### config.mk
export PLATFORM = sky130hd
export DESIGN_NAME = rpc_cmd_engine
export DESIGN_NICKNAME = d
export VERILOG_FILES = /design/src/rtl/rpc_cmd_engine.sv
export SDC_FILE = /design/constraint.sdc
export NUM_CORES = 1
export LEC_CHECK = 0
export ABC_AREA = 1
export BUFFER_PORTS_ARGS = -buffer_cell sky130_fd_sc_hd__buf_2
export CAP_MARGIN = 0
export CORE_MARGIN = 5
export CORE_UTILIZATION = 61
export CTS_BUF_LIST = sky130_fd_sc_hd__clkbuf_8
export CTS_CLUSTER_DIAMETER = 60
export CTS_CLUSTER_SIZE = 20
export DETAILED_ROUTE_END_ITERATION = 16
export PLACE_DENSITY_LB_ADDON = 0.08
export SYNTH_ARGS = -nofsm -noshare
export SYNTH_HDL_FRONTEND = slang
export SYNTH_SLANG_ARGS = --single-unit
### constraint.sdc
create_clock -name clk -period 3.45 [get_ports clk]
set_input_delay 1.035 -clock clk [delete_from_list [all_inputs] [get_ports clk]]
set_output_delay 1.035 -clock clk [all_outputs]
set_load 0.01 [all_outputs]
### src/rtl/rpc_cmd_engine.sv
// RPC host-link command engine: command decode, TDC FIFO and half-duplex burst readout.
// Optional feature macro RPC_BURST_HEADER_EN prefixes each DUMP burst with a {4'hA, W} header.
module rpc_cmd_engine #(
   parameter int DATA_W     = 16,
   parameter int NUM_CH     = 2,
   parameter int FIFO_DEPTH = 16,
   parameter int CMD_W      = 3
) (
   input  logic                         clk,
   input  logic                         rst,
   input  logic [CMD_W-1:0]             cmd,
   input  logic [DATA_W-1:0]            bus_in,
   input  logic                         bus_in_valid,
   output logic [DATA_W-1:0]            bus_out,
   output logic                         bus_out_valid,
   output logic                         bus_oe,
   input  logic [DATA_W-1:0]            tdc_data,
   input  logic                         tdc_valid,
   output logic                         run,
   output logic [NUM_CH*DATA_W-1:0]     ch_delay,
   output logic [DATA_W-1:0]            gate_size,
   output logic [$clog2(FIFO_DEPTH):0]  fifo_count,
   output logic                         overflow
);
   localparam int AW = $clog2(FIFO_DEPTH);
   localparam int CW = AW + 1;
`ifdef RPC_BURST_HEADER_EN
   localparam bit HDR_EN = 1'b1;
`else
   localparam bit HDR_EN = 1'b0;
`endif

   localparam logic [CMD_W-1:0] CMD_SEL_CH    = CMD_W'(0);
   localparam logic [CMD_W-1:0] CMD_SET_DELAY = CMD_W'(1);
   localparam logic [CMD_W-1:0] CMD_SET_GATE  = CMD_W'(2);
   localparam logic [CMD_W-1:0] CMD_DUMP      = CMD_W'(3);
   localparam logic [CMD_W-1:0] CMD_RUN_START = CMD_W'(4);
   localparam logic [CMD_W-1:0] CMD_RUN_STOP  = CMD_W'(5);
   localparam logic [CMD_W-1:0] CMD_STATUS    = CMD_W'(6);
   localparam logic [CMD_W-1:0] CMD_CLEAR     = CMD_W'(7);

   typedef enum logic [1:0] {S_IDLE, S_TURN, S_SEND, S_RELEASE} state_t;
   state_t state_reg, state_next;

   logic [3:0]        ch_sel_reg;
   logic              run_reg;
   logic              overflow_reg;
   logic [DATA_W-1:0] gate_reg;

   logic [DATA_W-1:0] mem [FIFO_DEPTH];
   logic [AW-1:0]     wr_ptr_reg, rd_ptr_reg;
   logic [CW-1:0]     count_reg;

   logic [CW-1:0]     send_left_reg;
   logic              resp_pending_reg;
   logic [DATA_W-1:0] resp_word_reg;

   logic              cmd_exec;
   logic              do_clear, do_dump, do_status;
   logic              full, push_req, push, pop;
   logic [CW-1:0]     dump_w;
   logic [DATA_W-1:0] status_word;

   assign cmd_exec  = bus_in_valid && (state_reg == S_IDLE);
   assign do_clear  = cmd_exec && (cmd == CMD_CLEAR);
   assign do_dump   = cmd_exec && (cmd == CMD_DUMP);
   assign do_status = cmd_exec && (cmd == CMD_STATUS);

   assign full      = (count_reg == CW'(FIFO_DEPTH));
   assign push_req  = tdc_valid && run_reg;
   assign push      = push_req && !do_clear && (!full || pop);

   // Burst length snapshot: N=0 or N beyond the fill level means "everything buffered now"
   always_comb begin
      dump_w = count_reg;
      if ((bus_in != '0) && (bus_in < DATA_W'(count_reg)))
         dump_w = CW'(bus_in);
   end

   always_comb begin
      status_word           = '0;
      status_word[DATA_W-1] = overflow_reg;
      status_word[DATA_W-2] = run_reg;
      status_word[CW-1:0]   = count_reg;
   end

   // Configuration registers
   always_ff @(posedge clk) begin
      if (rst) begin
         ch_sel_reg <= '0;
         run_reg    <= 1'b0;
         gate_reg   <= '0;
      end else if (cmd_exec) begin
         case (cmd)
            CMD_SEL_CH:    ch_sel_reg <= bus_in[3:0];
            CMD_SET_GATE:  gate_reg   <= bus_in;
            CMD_RUN_START: run_reg    <= 1'b1;
            CMD_RUN_STOP:  run_reg    <= 1'b0;
            default:       ;
         endcase
      end
   end

   for (genvar gi = 0; gi < NUM_CH; gi++) begin : g_ch
      logic [DATA_W-1:0] delay_reg;
      always_ff @(posedge clk) begin
         if (rst)
            delay_reg <= '0;
         else if (cmd_exec && (cmd == CMD_SET_DELAY) && (ch_sel_reg == 4'(gi)))
            delay_reg <= bus_in;
      end
      assign ch_delay[gi*DATA_W +: DATA_W] = delay_reg;
   end

   always_ff @(posedge clk) begin
      if (push)
         mem[wr_ptr_reg] <= tdc_data;
   end

   always_ff @(posedge clk) begin
      if (rst || do_clear) begin
         wr_ptr_reg   <= '0;
         rd_ptr_reg   <= '0;
         count_reg    <= '0;
         overflow_reg <= 1'b0;
      end else begin
         if (push)
            wr_ptr_reg <= wr_ptr_reg + 1'b1;
         if (pop)
            rd_ptr_reg <= rd_ptr_reg + 1'b1;
         count_reg <= count_reg + CW'(push) - CW'(pop);
         if (push_req && full && !pop)
            overflow_reg <= 1'b1;
      end
   end

   // Burst bookkeeping: send_left counts SEND cycles, resp_word holds header/status word
   always_ff @(posedge clk) begin
      if (rst) begin
         send_left_reg    <= '0;
         resp_pending_reg <= 1'b0;
         resp_word_reg    <= '0;
      end else if (do_status) begin
         send_left_reg    <= CW'(1);
         resp_pending_reg <= 1'b1;
         resp_word_reg    <= status_word;
      end else if (do_dump) begin
         send_left_reg    <= dump_w + CW'(HDR_EN);
         resp_pending_reg <= HDR_EN;
         resp_word_reg    <= {4'hA, (DATA_W-4)'(dump_w)};
      end else if (state_reg == S_SEND) begin
         send_left_reg    <= send_left_reg - 1'b1;
         resp_pending_reg <= 1'b0;
      end
   end

   always_ff @(posedge clk) begin
      if (rst)
         state_reg <= S_IDLE;
      else
         state_reg <= state_next;
   end

   always_comb begin
      state_next = state_reg;
      case (state_reg)
         S_IDLE:    if (do_dump || do_status) state_next = S_TURN;
         S_TURN:    state_next = (send_left_reg == '0) ? S_RELEASE : S_SEND;
         S_SEND:    if (send_left_reg == CW'(1)) state_next = S_RELEASE;
         S_RELEASE: state_next = S_IDLE;
         default:   state_next = S_IDLE;
      endcase
   end

   // Outputs are gated by rst so the bus is released within the reset cycle itself
   always_comb begin
      bus_oe        = 1'b0;
      bus_out_valid = 1'b0;
      bus_out       = '0;
      pop           = 1'b0;
      if (!rst) begin
         case (state_reg)
            S_TURN, S_RELEASE: bus_oe = 1'b1;
            S_SEND: begin
               bus_oe        = 1'b1;
               bus_out_valid = 1'b1;
               bus_out       = resp_pending_reg ? resp_word_reg : mem[rd_ptr_reg];
               pop           = !resp_pending_reg;
            end
            default: ;
         endcase
      end
   end

   assign run        = run_reg;
   assign gate_size  = gate_reg;
   assign fifo_count = count_reg;
   assign overflow   = overflow_reg;

endmodule

**Word-level counts from Yosys, hierarchy flattened**

Memory sizes are Yosys's and may differ from the RTL's. A register that Yosys moved wholly into a read port is not among the register bits.
Cells that the tools add are included.

- $add $sub $neg: 5
- Magnitude comparators: 1
- Equality and inequality tests: 15
- Mux-type cells: 27
- Reduce and logical (&&, ||, !) cells: 35

Operators by type and width:

| kind | count |
|---|---|
| 2-to-1 mux 16 bit | 5 |
| less-than comparator 16 x 5 -> 1 bit | 1 |
| nonzero test 16 bit | 1 |
| 2-to-1 mux 5 bit | 3 |
| logical AND 1 bit | 13 |
| 2-to-1 mux 1 bit | 13 |
| == test 3 bit (second input constant) | 4 |
| adder 4 x 1 -> 4 bit (second input constant) | 2 |
| 2-to-1 mux 4 bit | 2 |
| one-hot mux 2 bit (4 select lines) | 1 |
| AND reduction 2 bit | 4 |
| == test 3 x 2 -> 1 bit (second input constant) | 2 |
| nonzero test 2 bit | 3 |
| adder 5 x 1 -> 5 bit | 1 |
| == test 5 x 1 -> 1 bit (second input constant) | 1 |
| == test 5 bit (second input constant) | 1 |
| logical NOT 5 bit | 1 |
| subtractor 5 x 1 -> 5 bit | 1 |
| subtractor 5 x 1 -> 5 bit (second input constant) | 1 |
| == test 2 bit (second input constant) | 2 |
| == test 4 x 1 -> 1 bit (second input constant) | 1 |
| logical NOT 1 bit | 4 |
| logical NOT 4 bit | 1 |
| 2-to-1 mux 2 bit | 2 |
| 10 further kinds | 13 |

- Register bits: 83
- Memory bits (writable): 256
- Output and inout bits: 73
- Memories: 1

Memories:

| name | words | width | rd ports | clocked after Yosys merged registers in | write ports | line | source |
|---|---|---|---|---|---|---|---|
| mem | 16 | 16 | 1 | 1 | 1 | 50 | `logic [DATA_W-1:0] mem [FIFO_DEPTH];` |

**Depth between registers and ports, before layout**

Gate-level depths: netlist (run 1).

- Depth after elaboration: 8
- Depth in mapped cells: 16

**Least setup slack after synthesis (run 1)**

No wires, ideal clock.

- Path kind: input port to flip-flop
- Start point: input port rst
- End point: register count_reg[4] (netlist: fifo_count[4])
- Setup time: 70 ps
- Arrival time: 2874 ps
- Slack: 506 ps
- Stages: 15
- Path buffers: 0
- Path through: inv_2 > nand2_4 > nor2_4 > nor2_2 > nor2_4 > nand2_2 > ha_1 > inv_1 > ha_1 > fa_1 > nand2_1 > nand2_1 > a21oi_1 > o21ai_0 > a21oi_1

- Word-level cells in the longest chain between the ends: 5
- Elaborated cells between the ends (all ways): 6
- Those cells by class: 2 x add/sub; 1 x mux; 3 x reduce/logical

Ends and longest elaborated chain:

| what | line | source |
|---|---|---|
| start: declaration | 10 | `input logic rst,` |
| 2-to-1 mux 1 bit | 181 | `if (!rst) begin` |
| logical OR 1 bit | 71 | `assign push = push_req && !do_clear && (!full \|\| pop);` |
| logical AND 1 bit | 71 |  |
| adder 5 x 1 -> 5 bit | 131 | `count_reg <= count_reg + CW'(push) - CW'(pop);` |
| subtractor 5 x 1 -> 5 bit | 131 |  |
| end signal: assignment | 131 |  |
| end: declaration | 52 | `logic [CW-1:0] count_reg;` |

Several ways; a longest one is shown, not always the timed one.
A chain may end at the register's enable or synchronous reset.

**Final worst setup path (run 1)**

- Start point: register state_reg[0]
- End point: output port bus_out[9]

- Word-level cells in the longest chain between the ends: 3

Ends and longest elaborated chain:

| what | line | source |
|---|---|---|
| start: declaration | 43 | `state_t state_reg, state_next;` |
| start signal: assignment | 161 | `state_reg <= state_next;` |
| == test 2 bit | 182 | `case (state_reg)` |
| 2-to-1 mux 16 bit | 182 |  |
| 2-to-1 mux 16 bit | 181 |  |
| end: declaration | 14 | `output logic [DATA_W-1:0] bus_out,` |

No other way between the ends.

==> reports/summary.md, run 1 <==
- #FFs+latches synth: 343
- CTS root buf: sky130_fd_sc_hd__clkbuf_8
- ratio of final minimum period to clock period: 96.92%
- # Max-Cap Violations: 0
- number of buffers inserted during clock tree synthesis: 25
- Crit Path Max Fanout: 9
- CTS Buffer Depth: 3
- Yosys warnings: 0
- worst path cell trace: inv_1, ha_1, nand2_4, nor2_4, clkinvlp_4, buf_2, a21oi_1, buf_2
- DRT antenna net count: 0
- clock transition at the registers of the reported paths: 0.11 ns
- most frequent standard cell in the layout excluding fill and tap cells: sky130_fd_sc_hd__edfxtp_1
- largest clock skew in the final design: 0.02368 ns
- post-synthesis area per instance: 10.73 um2
- I/O pin total: 112
- antenna violations before repair: 3
- Total GRT Usage: 25.64%
- count of cell types in the netlist: 41
- Logic pwr share: 16.7%
- Synth Instances: 1316
- fin crit period: 3.344 ns
- most used cells in the layout excluding fill and tap cells: sky130_fd_sc_hd__edfxtp_1 (256), sky130_fd_sc_hd__nand2_1 (207), sky130_fd_sc_hd__nor2_1 (155)
- Layout Cell Area excl Fill: 15780 um2
- DR DRC count: 0
- Worst Path Required: 2.41 ns
- DP Cell Count: 1679
- CTS tree: done
- prevailing post-synth register cell: sky130_fd_sc_hd__edfxtp_1
- Cell Area, Placed: 15080 um2
- total overflow reported by the global router: 0
- Mapped Nets: 1377
- initial core utilization: 62.18%
- layout cell share with drive strength beyond 1: 16.94%
- number of flip-flops in the largest register: 256
- portion of synthesized cell area occupied by the leading cell type: 54.44%
- synth-to-layout area growth: 11.79%
- Vias/cell: 5.823
- critical path arrival: 2.31 ns
- Skew-Pair Late Insertion Delay: 0.60 ns
- post-layout net count: 1490
- class of the worst hold path: register to register
- outcome: finished, final reports clean
- worst path bufs/invs: 4
- number of vias after detailed routing: 10091
- die footprint: 26290 um2
- count of flip-flops with a built-in enable after synthesis: 256
- Power Internal: 5.863 mW
- area of the mapped netlist: 14120 um2
- core box area: 22710 um2
- hold-fix buffers at CTS: 0
- CP endpoint kind: primary output
- highest-delay cell along the critical path: sky130_fd_sc_hd__dfxtp_1
- maximum single-stage delay on the critical path: 0.35 ns
- maximum clock frequency: 299.1 MHz
- Finish-stage setup viols: 0
- Rel. slew slack: 62.64%
- fin worst setup slack: 0.1063 ns
- wire per inst: 20.03 um
- vertical die dimension: 162.1 um
- classification of the worst setup path: register to primary output
- worst vdd ir: 0.3827 mV
- element type at the critical path start: register
- Non-Filler Instances: 1733
- net switching power figure: 2.352 mW
- Chip Width: 162.1 um
- number of slew-limit violations in the final report: 0
- fraction of power spent switching nets: 28.63%
- number of sinks driven by the clock tree: 343
- most frequent cell on the critical path: sky130_fd_sc_hd__buf_2
- std cell rows: 55
- leakage power total: 6.056 nW
- count of buffers from port buffering: 111
- Setup WS pre-CTS: 0.1343 ns
- post-detail-place hpwl: 20330 um
- kind of cell adding the most delay to the critical path: buffers and inverters
- maximum number of pins on one net before global-route repair: 111
- final count of hold timing violations: 0
- via count of the first global-routing pass: 9347
- DRT Wirelength: 34710 um
- wire length of the first global-routing pass: 52760 um
- placer congestion estimate: 0.8725
- ranking of synthesized cells by area: sky130_fd_sc_hd__edfxtp_1 (54%), sky130_fd_sc_hd__dfxtp_1 (12%), sky130_fd_sc_hd__nand2_1 (5.5%), sky130_fd_sc_hd__o21ai_0 (4.8%), sky130_fd_sc_hd__nor2_1 (4.5%)
- total chip power: 8.215 mW
- clock group share of total power: 27.2%
- share of synthesized area occupied by flip-flops and latches: 66.78%
- Cell Pwr Density: 520.5 nW/um2
- drt first-iter violations: 1049
- fraction of power consumed by sequential logic: 56.0%
- Clock H-tree levels: 1
- fraction of synthesis flops using an asynchronous set or reset pin: 0%
- worst slew pin tran: 0.5603 ns
- post-synth top area cell: sky130_fd_sc_hd__edfxtp_1
- 1st-pass router iterations: 5
==> cell usage after synthesis (4+ instances only) <==
cell type,n
sky130_fd_sc_hd__edfxtp_1,256
sky130_fd_sc_hd__nand2_1,207
sky130_fd_sc_hd__nor2_1,171
sky130_fd_sc_hd__o21ai_0,136
sky130_fd_sc_hd__nand3_1,120
sky130_fd_sc_hd__dfxtp_1,87
sky130_fd_sc_hd__inv_1,78
sky130_fd_sc_hd__a21oi_1,74
sky130_fd_sc_hd__clkbuf_1,32
sky130_fd_sc_hd__buf_2,27
sky130_fd_sc_hd__ha_1,21
sky130_fd_sc_hd__o211ai_1,21
sky130_fd_sc_hd__o221ai_1,13
sky130_fd_sc_hd__o22ai_1,13
sky130_fd_sc_hd__buf_4,5
sky130_fd_sc_hd__nand2_2,5
sky130_fd_sc_hd__inv_2,4
sky130_fd_sc_hd__nor3_1,4
sky130_fd_sc_hd__o21ai_1,4
==> cells by family after synthesis <==
logic type                 synth area share, %
and+or+nand+nor                          16.02
DFF                                      66.78
AOI/OAI and AO/OA                        10.34
buffers and inverters                    4.608
adders and majority gates                2.003
xor gates and xnor gates                0.2482
==> final timing paths <==
path	from	to	slack, ns	cells after the start
min reg2reg	ch_sel_reg[3]	ch_sel_reg[3]	0.46	2
min	ch_sel_reg[3]	ch_sel_reg[3]	0.46	2
max reg2reg	state_reg[0]	fifo_count[4]	0.52	16
max	state_reg[0]	bus_out[9]	0.11	8
==> stage by stage <==
| step | TNS [ns] | utilization [%] | hold WS (ns) |
|---|---|---|---|
| 3_5_place_dp | 0 | 66.42 | 0.4446 |
| 2_1_floorplan | 0 | - | 0.4294 |
| 6_report | 0 | 69.50 | 0.4611 |
| 3_3_place_gp | 0 | 66.42 | 0.4424 |
| 4_1_cts | 0 | 69.07 | 0.4604 |
| 5_1_grt | -0.01042 | 69.50 | 0.4969 |
==> metal layers <==
layer / up-vias / wire, um / track usage, %
met5: - / 7 / 0
met4: 2 / 758 / 6.421
met3: 53 / 2704 / 3.223
met2: 458 / 16780 / 43.19
met1: 4769 / 14460 / 35.97
li1: 4809 / - / -
==> worst register-to-register path, delay by kind of cell (launching register included) <==
kind	cells	cell delay, ns
and+or+nand+nor	7	0.80
buffers and inverters	2	0.15
DFF	1	0.35
adders and majority gates	4	1.17
AOI/OAI and AO/OA	3	0.38
==> layout make-up <==
type,instances,area [um2]
multi-input combinational,819,4084
clock buffer,27,371.6
inverter,85,332.8
clock inverter,17,163.9
timing repair buffer,155,1036
sequential,343,9434
tap,285,356.6
antenna,2,5.005
fill,1702,6925
==> power groups by stage <==
stage / Clock (mW) / Sequential [mW] / Combinational [mW]
floorplan: 0 / 4.69 / 0.875
global placement: 0 / 4.70 / 1.22
detailed placement: 0 / 4.70 / 1.25
CTS: 2.27 / 4.60 / 1.32
global route: 2.45 / 4.62 / 1.53
finish: 2.24 / 4.60 / 1.37
==> what timing repair did <==
item,4_1_cts,5_1_grt
gates cloned,1,2
setup buffers,2,3
hold endpoints to repair,0,0
endpoints found under the setup margin,16,15
gates resized for setup,4,9
(Power assumes the default switching activity.)
==> run 2: changes to the inputs <==
ABC_CLOCK_PERIOD_IN_PS = 3600   (was not set)
clock period = 3.6 ns   (was 3.45 ns; I/O delays follow)
==> reports/summary.md, run 2 (synthesis results as in run 1) <==
- CTS root buf: sky130_fd_sc_hd__clkbuf_8
- CTS Buffer Depth: 3, unchanged
- endpoint of the worst hold-timing path: ch_sel_reg[3]
- Rel. slew slack: 61.71%, -0.93 points
- DRT antenna net count: 0, unchanged
- r2r endpoint: fifo_count[4]
- startpoint of the tightest hold check path: ch_sel_reg[3]
- placer congestion estimate: 0.8380, -4.0%
- Skew-Pair Late Insertion Delay: 0.60 ns, about the same
- total overflow reported by the global router: 0, unchanged
- Chip Width: 162.1 um, unchanged
- worst slew pin tran: 0.5743 ns, +0.01397 ns
- element type at the critical path start: register
- Clock H-tree levels: 1, unchanged
- worst vdd ir: 0.3224 mV, -16%
- fraction of power spent switching nets: 28.24%, -0.39 points
- CTS tree: done
- core box area: 22710 um2, unchanged
- most frequent standard cell in the layout excluding fill and tap cells: sky130_fd_sc_hd__edfxtp_1
- 1st-pass router iterations: 5, unchanged
- Worst R2R Path Depth: 16, unchanged
- DP Cell Count: 1681, +0.12%
- Total GRT Usage: 25.25%, -0.39 points
- leakage power total: 6.037 nW, -0.32%
- wire length of the first global-routing pass: 52020 um, -1.4%
- critical path arrival: 2.38 ns, +0.07 ns
- net switching power figure: 2.259 mW, -4.0%
- DRT Wirelength: 34470 um, -0.69%
- layout cell share with drive strength beyond 1: 16.78%, -0.16 points
- fin crit period: 3.455 ns
- die footprint: 26290 um2, unchanged
- post-CTS repair timing setup buffer count: 0, -2
- class of the worst hold path: register to register
- DR DRC count: 0, unchanged
- vertical die dimension: 162.1 um, unchanged
- met2 Use GR: 41.82%, -1.4 points
- number of buffers inserted during clock tree synthesis: 26, +4.0%
- number of vias after detailed routing: 10028, -0.62%
- Non-Filler Instances: 1729, -0.23%
- most congested layer reported by global routing: met2
- wire per inst: 19.93 um, -0.46%
- Crit Path Max Fanout: 60, +51
- I/O pin total: 112, unchanged
- outcome: finished, final reports clean
- initial core utilization: 62.18%, unchanged
- maximum number of pins on one net before global-route repair: 129, +16%
- count of buffers from port buffering: 111, unchanged
- largest clock skew in the final design: 0.02355 ns, -0.0001339 ns
- most used cells in the layout excluding fill and tap cells: sky130_fd_sc_hd__edfxtp_1 (256), sky130_fd_sc_hd__nand2_1 (207), sky130_fd_sc_hd__nor2_1 (155)
- cell count of the worst hold path: 2, unchanged
- post-detail-place hpwl: 20640 um, +1.5%
- via count of the first global-routing pass: 9330, -0.18%
- R2R Setup Slk: 0.74 ns, +0.22 ns
- global-route met3 utilization: 3.679%, +0.46 points
- number of flip-flops in the largest register: 256, unchanged
- post-layout net count: 1486, -0.27%
- Finish-stage setup viols: 0, unchanged
- Logic pwr share: 15.7%, -1.0 points
- unrepaired setup endpoints after global routing: true
- final count of hold timing violations: 0, unchanged
- fraction of power consumed by sequential logic: 55.2%, -0.8 points
- drt first-iter violations: 1016, -3.1%
- clock transition at the registers of the reported paths: 0.11 ns, about the same
- number of sinks driven by the clock tree: 343, unchanged
- ratio of final minimum period to clock period: 95.98%
- clock group share of total power: 29.1%, +1.9 points
- classification of the worst setup path: register to primary output
- antenna violations before repair: 3, unchanged
- Power Internal: 5.739 mW, -2.1%
- maximum clock frequency: 289.4 MHz
- std cell rows: 55, unchanged
- number of slew-limit violations in the final report: 0, unchanged
- Cell Pwr Density: 506.3 nW/um2, -2.7%
- beginning of the worst register-to-register path: state_reg[0]
- Total Neg Setup Slack: 0 ns, unchanged
- Global Route met1 Usage: 35.95%, about the same
- synth-to-layout area growth: 11.87%, about the same
- # Max-Cap Violations: 0, unchanged
- Vias/cell: 5.800, -0.39%
- Worst Path Required: 2.52 ns, +0.11 ns
- CP endpoint kind: primary output
-- run 2: critical path: stages (launching register included) --
cell and delay, ns:
sky130_fd_sc_hd__dfxtp_2 0.41, sky130_fd_sc_hd__buf_8 0.40, sky130_fd_sc_hd__nand3_1 0.15, sky130_fd_sc_hd__nand3_1 0.11, sky130_fd_sc_hd__nand2_1 0.08, sky130_fd_sc_hd__nand2_1 0.06, sky130_fd_sc_hd__nand2_1 0.04, sky130_fd_sc_hd__o21ai_0 0.32
sky130_fd_sc_hd__inv_1 0.06, sky130_fd_sc_hd__buf_2 0.14
-- run 2: layout make-up --
type / count / area [um2]
multi-input cells: 819 / 4080
clock buffers: 27 / 371.6
fillers: 1746 / 6913
clock inverters: 18 / 234.0
flip-flops and latches: 343 / 9434
well taps: 285 / 356.6
diodes: 2 / 5.005
inverters: 85 / 339.1
repair buffers: 150 / 975.9
-- run 2: per-stage QoR --
| step | util [%] | area (um2) | hold slack (ns) | power, mW | setup slack (ns) |
|---|---|---|---|---|---|
| floorplan | - | 14120 | 0.4294 | 5.336 | 0.6110 |
| global placement | 66.60 | 15120 | 0.4450 | 5.695 | 0.2974 |
| detailed placement | 66.60 | 15120 | 0.4475 | 5.718 | 0.2583 |
| CTS | 69.31 | 15740 | 0.4645 | 8.000 | 0.09788 |
| global route | 69.56 | 15800 | 0.4885 | 8.359 | -0.008499 |
| finish | 69.56 | 15800 | 0.4595 | 7.998 | 0.1448 |
-- run 2: what timing repair did --
item / CTS / global route
resized for setup: 3 / 7
hold buffers: 0 / 0
endpoints found under the setup margin: 3 / 5
gates cloned: 0 / 1
-- run 2: worst max-delay path by stage --
stage | startpoint | endpoint | depth (start not counted) | slack, ns
finish | register | bus_out[13] | 9 | 0.14
global route | register | bus_out[2] | 9 | -0.008
global placement | rst | fifo_count[4] | 16 | 0.30
CTS | register | bus_out[2] | 9 | 0.1
detailed placement | rst | fifo_count[4] | 16 | 0.26
floorplan | rst | fifo_count[4] | 15 | 0.61
-- run 2: per-layer routing --
| metal | vias to the layer above | wire, um |
|---|---|---|
| met1 | 4755 | 14220 |
| li1 | 4786 | - |
| met5 | - | 7 |
| met3 | 54 | 3010 |
| met2 | 431 | 16470 |
| met4 | 2 | 749 |
-- run 2: power groups by stage --
| stage | registers [mW] | logic [mW] | clock network, mW |
|---|---|---|---|
| finish | 4.41 | 1.26 | 2.33 |
| global route | 4.43 | 1.41 | 2.52 |
| CTS | 4.41 | 1.23 | 2.36 |
| detailed placement | 4.49 | 1.22 | 0 |
| global placement | 4.49 | 1.20 | 0 |
| floorplan | 4.50 | 0.838 | 0 |
==> run 3: changes to the inputs <==
PLACE_DENSITY_LB_ADDON = 0.1   (was 0.08)
==> reports/summary.md, run 3 (synthesis results as in run 1) <==
- highest-delay cell along the critical path: sky130_fd_sc_hd__a21oi_1
- via count of the first global-routing pass: 9402, +0.77%
- DRT Wirelength: 33000 um, -4.2%
- maximum clock frequency: 288.8 MHz, -0.23%
- CTS root buf: sky130_fd_sc_hd__clkbuf_8
- worst path cell trace: clkinv_2, buf_16, nand2_1, nand3_1, nand3_1, a21oi_1, o21ai_1, inv_1, buf_2
- startpoint of the tightest hold check path: ch_sel_reg[2]
- post-layout net count: 1485, -0.067%
- leakage power total: 6.032 nW, about the same
- drt first-iter violations: 1086, +6.9%
- number of buffers inserted during clock tree synthesis: 26, unchanged
- maximum single-stage delay on the critical path: 0.40 ns, about the same
- core box area: 22710 um2, unchanged
- Crit Path Max Fanout: 96, +60%
- Total GRT Usage: 24.73%, -0.52 points
- most frequent cell on the critical path: sky130_fd_sc_hd__nand3_1
- endpoint of the worst hold-timing path: ch_sel_reg[2]
- CTS Buffer Depth: 3, unchanged
- ANT cells: 0, -2
- number of slew-limit violations in the final report: 0, unchanged
- r2r endpoint: fifo_count[4]
- wire per inst: 19.12 um, -4.1%
- classification of the worst setup path: register to primary output
- Cell Pwr Density: 499.5 nW/um2, -1.3%
- CTS tree: done
- ratio of final minimum period to clock period: 96.19%, +0.22 points
- Worst R2R Path Depth: 16, unchanged
- total chip power: 7.901 mW, -1.2%
- wire length of the first global-routing pass: 51410 um, -1.2%
- vertical die dimension: 162.1 um, unchanged
- R2R Setup Slk: 0.65 ns, -0.09 ns
- total overflow reported by the global router: 0, unchanged
- Finish-stage setup viols: 0, unchanged
- cell count of the worst hold path: 2, unchanged
- Rel. slew slack: 67.52%, +5.8 points
- Worst Path Required: 2.52 ns, about the same
- placer congestion estimate: 0.8518, +1.6%
- initial core utilization: 62.18%, unchanged
- # Max-Cap Violations: 0, unchanged
- Vias/cell: 5.792, -0.14%
- I/O pin total: 112, unchanged
- Total Neg Setup Slack: 0 ns, unchanged
- area used by sequential logic in the layout: 9434 um2, unchanged
- post-detail-place hpwl: 20640 um, about the same
- DR DRC count: 0, unchanged
- Skew-Pair Late Insertion Delay: 0.59 ns, about the same
- maximum number of pins on one net before global-route repair: 97, -25%
- Non-Filler Instances: 1726, -0.17%
- number of vias after detailed routing: 9997, -0.31%
- most frequent standard cell in the layout excluding fill and tap cells: sky130_fd_sc_hd__edfxtp_1
- die footprint: 26290 um2, unchanged
- number of flip-flops in the largest register: 256, unchanged
- antenna violations before repair: 1, -2
- worst vdd ir: 0.4195 mV, +30%
- CP endpoint kind: primary output
- critical path arrival: 2.38 ns, about the same
- std cell rows: 55, unchanged
- 1st-pass router iterations: 7, +2
- worst slew pin tran: 0.4857 ns, -0.08865 ns
- Fillers: 1709, -2.1%
- Clock H-tree levels: 1, unchanged
- clock transition at the registers of the reported paths: 0.12 ns, about the same
- area of combinational cells with multiple inputs: 4080 um2, unchanged
- fin worst setup slack: 0.1370 ns, -0.007823 ns
- unrepaired setup endpoints after global routing: false
- fin crit period: 3.463 ns, +0.007823 ns
- most used cells in the layout excluding fill and tap cells: sky130_fd_sc_hd__edfxtp_1 (256), sky130_fd_sc_hd__nand2_1 (207), sky130_fd_sc_hd__nor2_1 (155)
- count of buffers from port buffering: 111, unchanged
- largest clock skew in the final design: 0.02352 ns, -0.00003480 ns
- outcome: finished, final reports clean
- final count of hold timing violations: 0, unchanged
- class of the worst hold path: register to register
- synth-to-layout area growth: 12.03%
- element type at the critical path start: register
- Final Hold Slack: 0.4630 ns, +0.003522 ns
- DP Cell Count: 1678, -0.18%
- DRT antenna net count: 0, unchanged
- worst path bufs/invs: 4, +1
- layout cell share with drive strength beyond 1: 16.52%, -0.27 points
- Setup WS pre-CTS: 0.2384 ns, -0.01990 ns
- kind of cell adding the most delay to the critical path: buffers and inverters
- beginning of the worst register-to-register path: state_reg[0]
- Chip Width: 162.1 um, unchanged
- number of sinks driven by the clock tree: 343, unchanged
[run 3: tightest hold or removal path: cells and delay by family, from the launching register on]
family	cells	cell delay, ns
flip-flops	1	0.31
AO/OA/AOI/OAI	1	0.06
buffers and inverters	1	0.06
[run 3: area by class of cell]
| type | count | share of cell area [%] |
|---|---|---|
| sequential | 343 | 59.64 |
| multi-input combinational | 819 | 25.79 |
| clock inverter | 18 | 1.321 |
| tap | 285 | 2.254 |
| clock buffer | 27 | 2.349 |
| inverter | 85 | 2.112 |
| timing repair buffer | 149 | 6.533 |
[run 3: report_power, final]
part | leakage, nW | internal [mW] | total [mW] | switching, mW
Clock | 0.293 | 0.903 | 2.24 | 1.34
Combinational | 2.73 | 0.421 | 1.25 | 0.834
Sequential | 3.01 | 4.33 | 4.41 | 0.0714
[run 3: per-stage QoR]
step,utilization (%),area (um2)
2_1_floorplan,-,14120
3_3_place_gp,66.83,15180
3_5_place_dp,66.83,15180
4_1_cts,69.42,15760
5_1_grt,69.66,15820
6_report,69.66,15820
[run 3: how the worst max path moves through the flow]
stage          cells past startpoint     start            end  slack, ns
2_1_floorplan                     15       rst  fifo_count[4]       0.61
3_3_place_gp                       7       rst     bus_out[5]       0.24
3_5_place_dp                       7       rst     bus_out[5]       0.24
4_1_cts                           10  register     bus_out[2]       0.07
5_1_grt                            9  register    bus_out[14]      0.004
6_report                           9  register    bus_out[14]       0.14
[run 3: repair_timing]
item                                    4_1_cts  5_1_grt
hold buffers                                  0        0
endpoints found under the setup margin        8        5
gates resized for setup                       2        7
setup buffers                                 0        3
[run 3: layer usage]
| metal | share of wire [%] | track usage (%) |
|---|---|---|
| met5 | 0.039 | 0 |
| met4 | 2.5 | 6.920 |
| met3 | 7.4 | 3.223 |
| met2 | 48 | 40.94 |
| met1 | 42 | 34.91 |
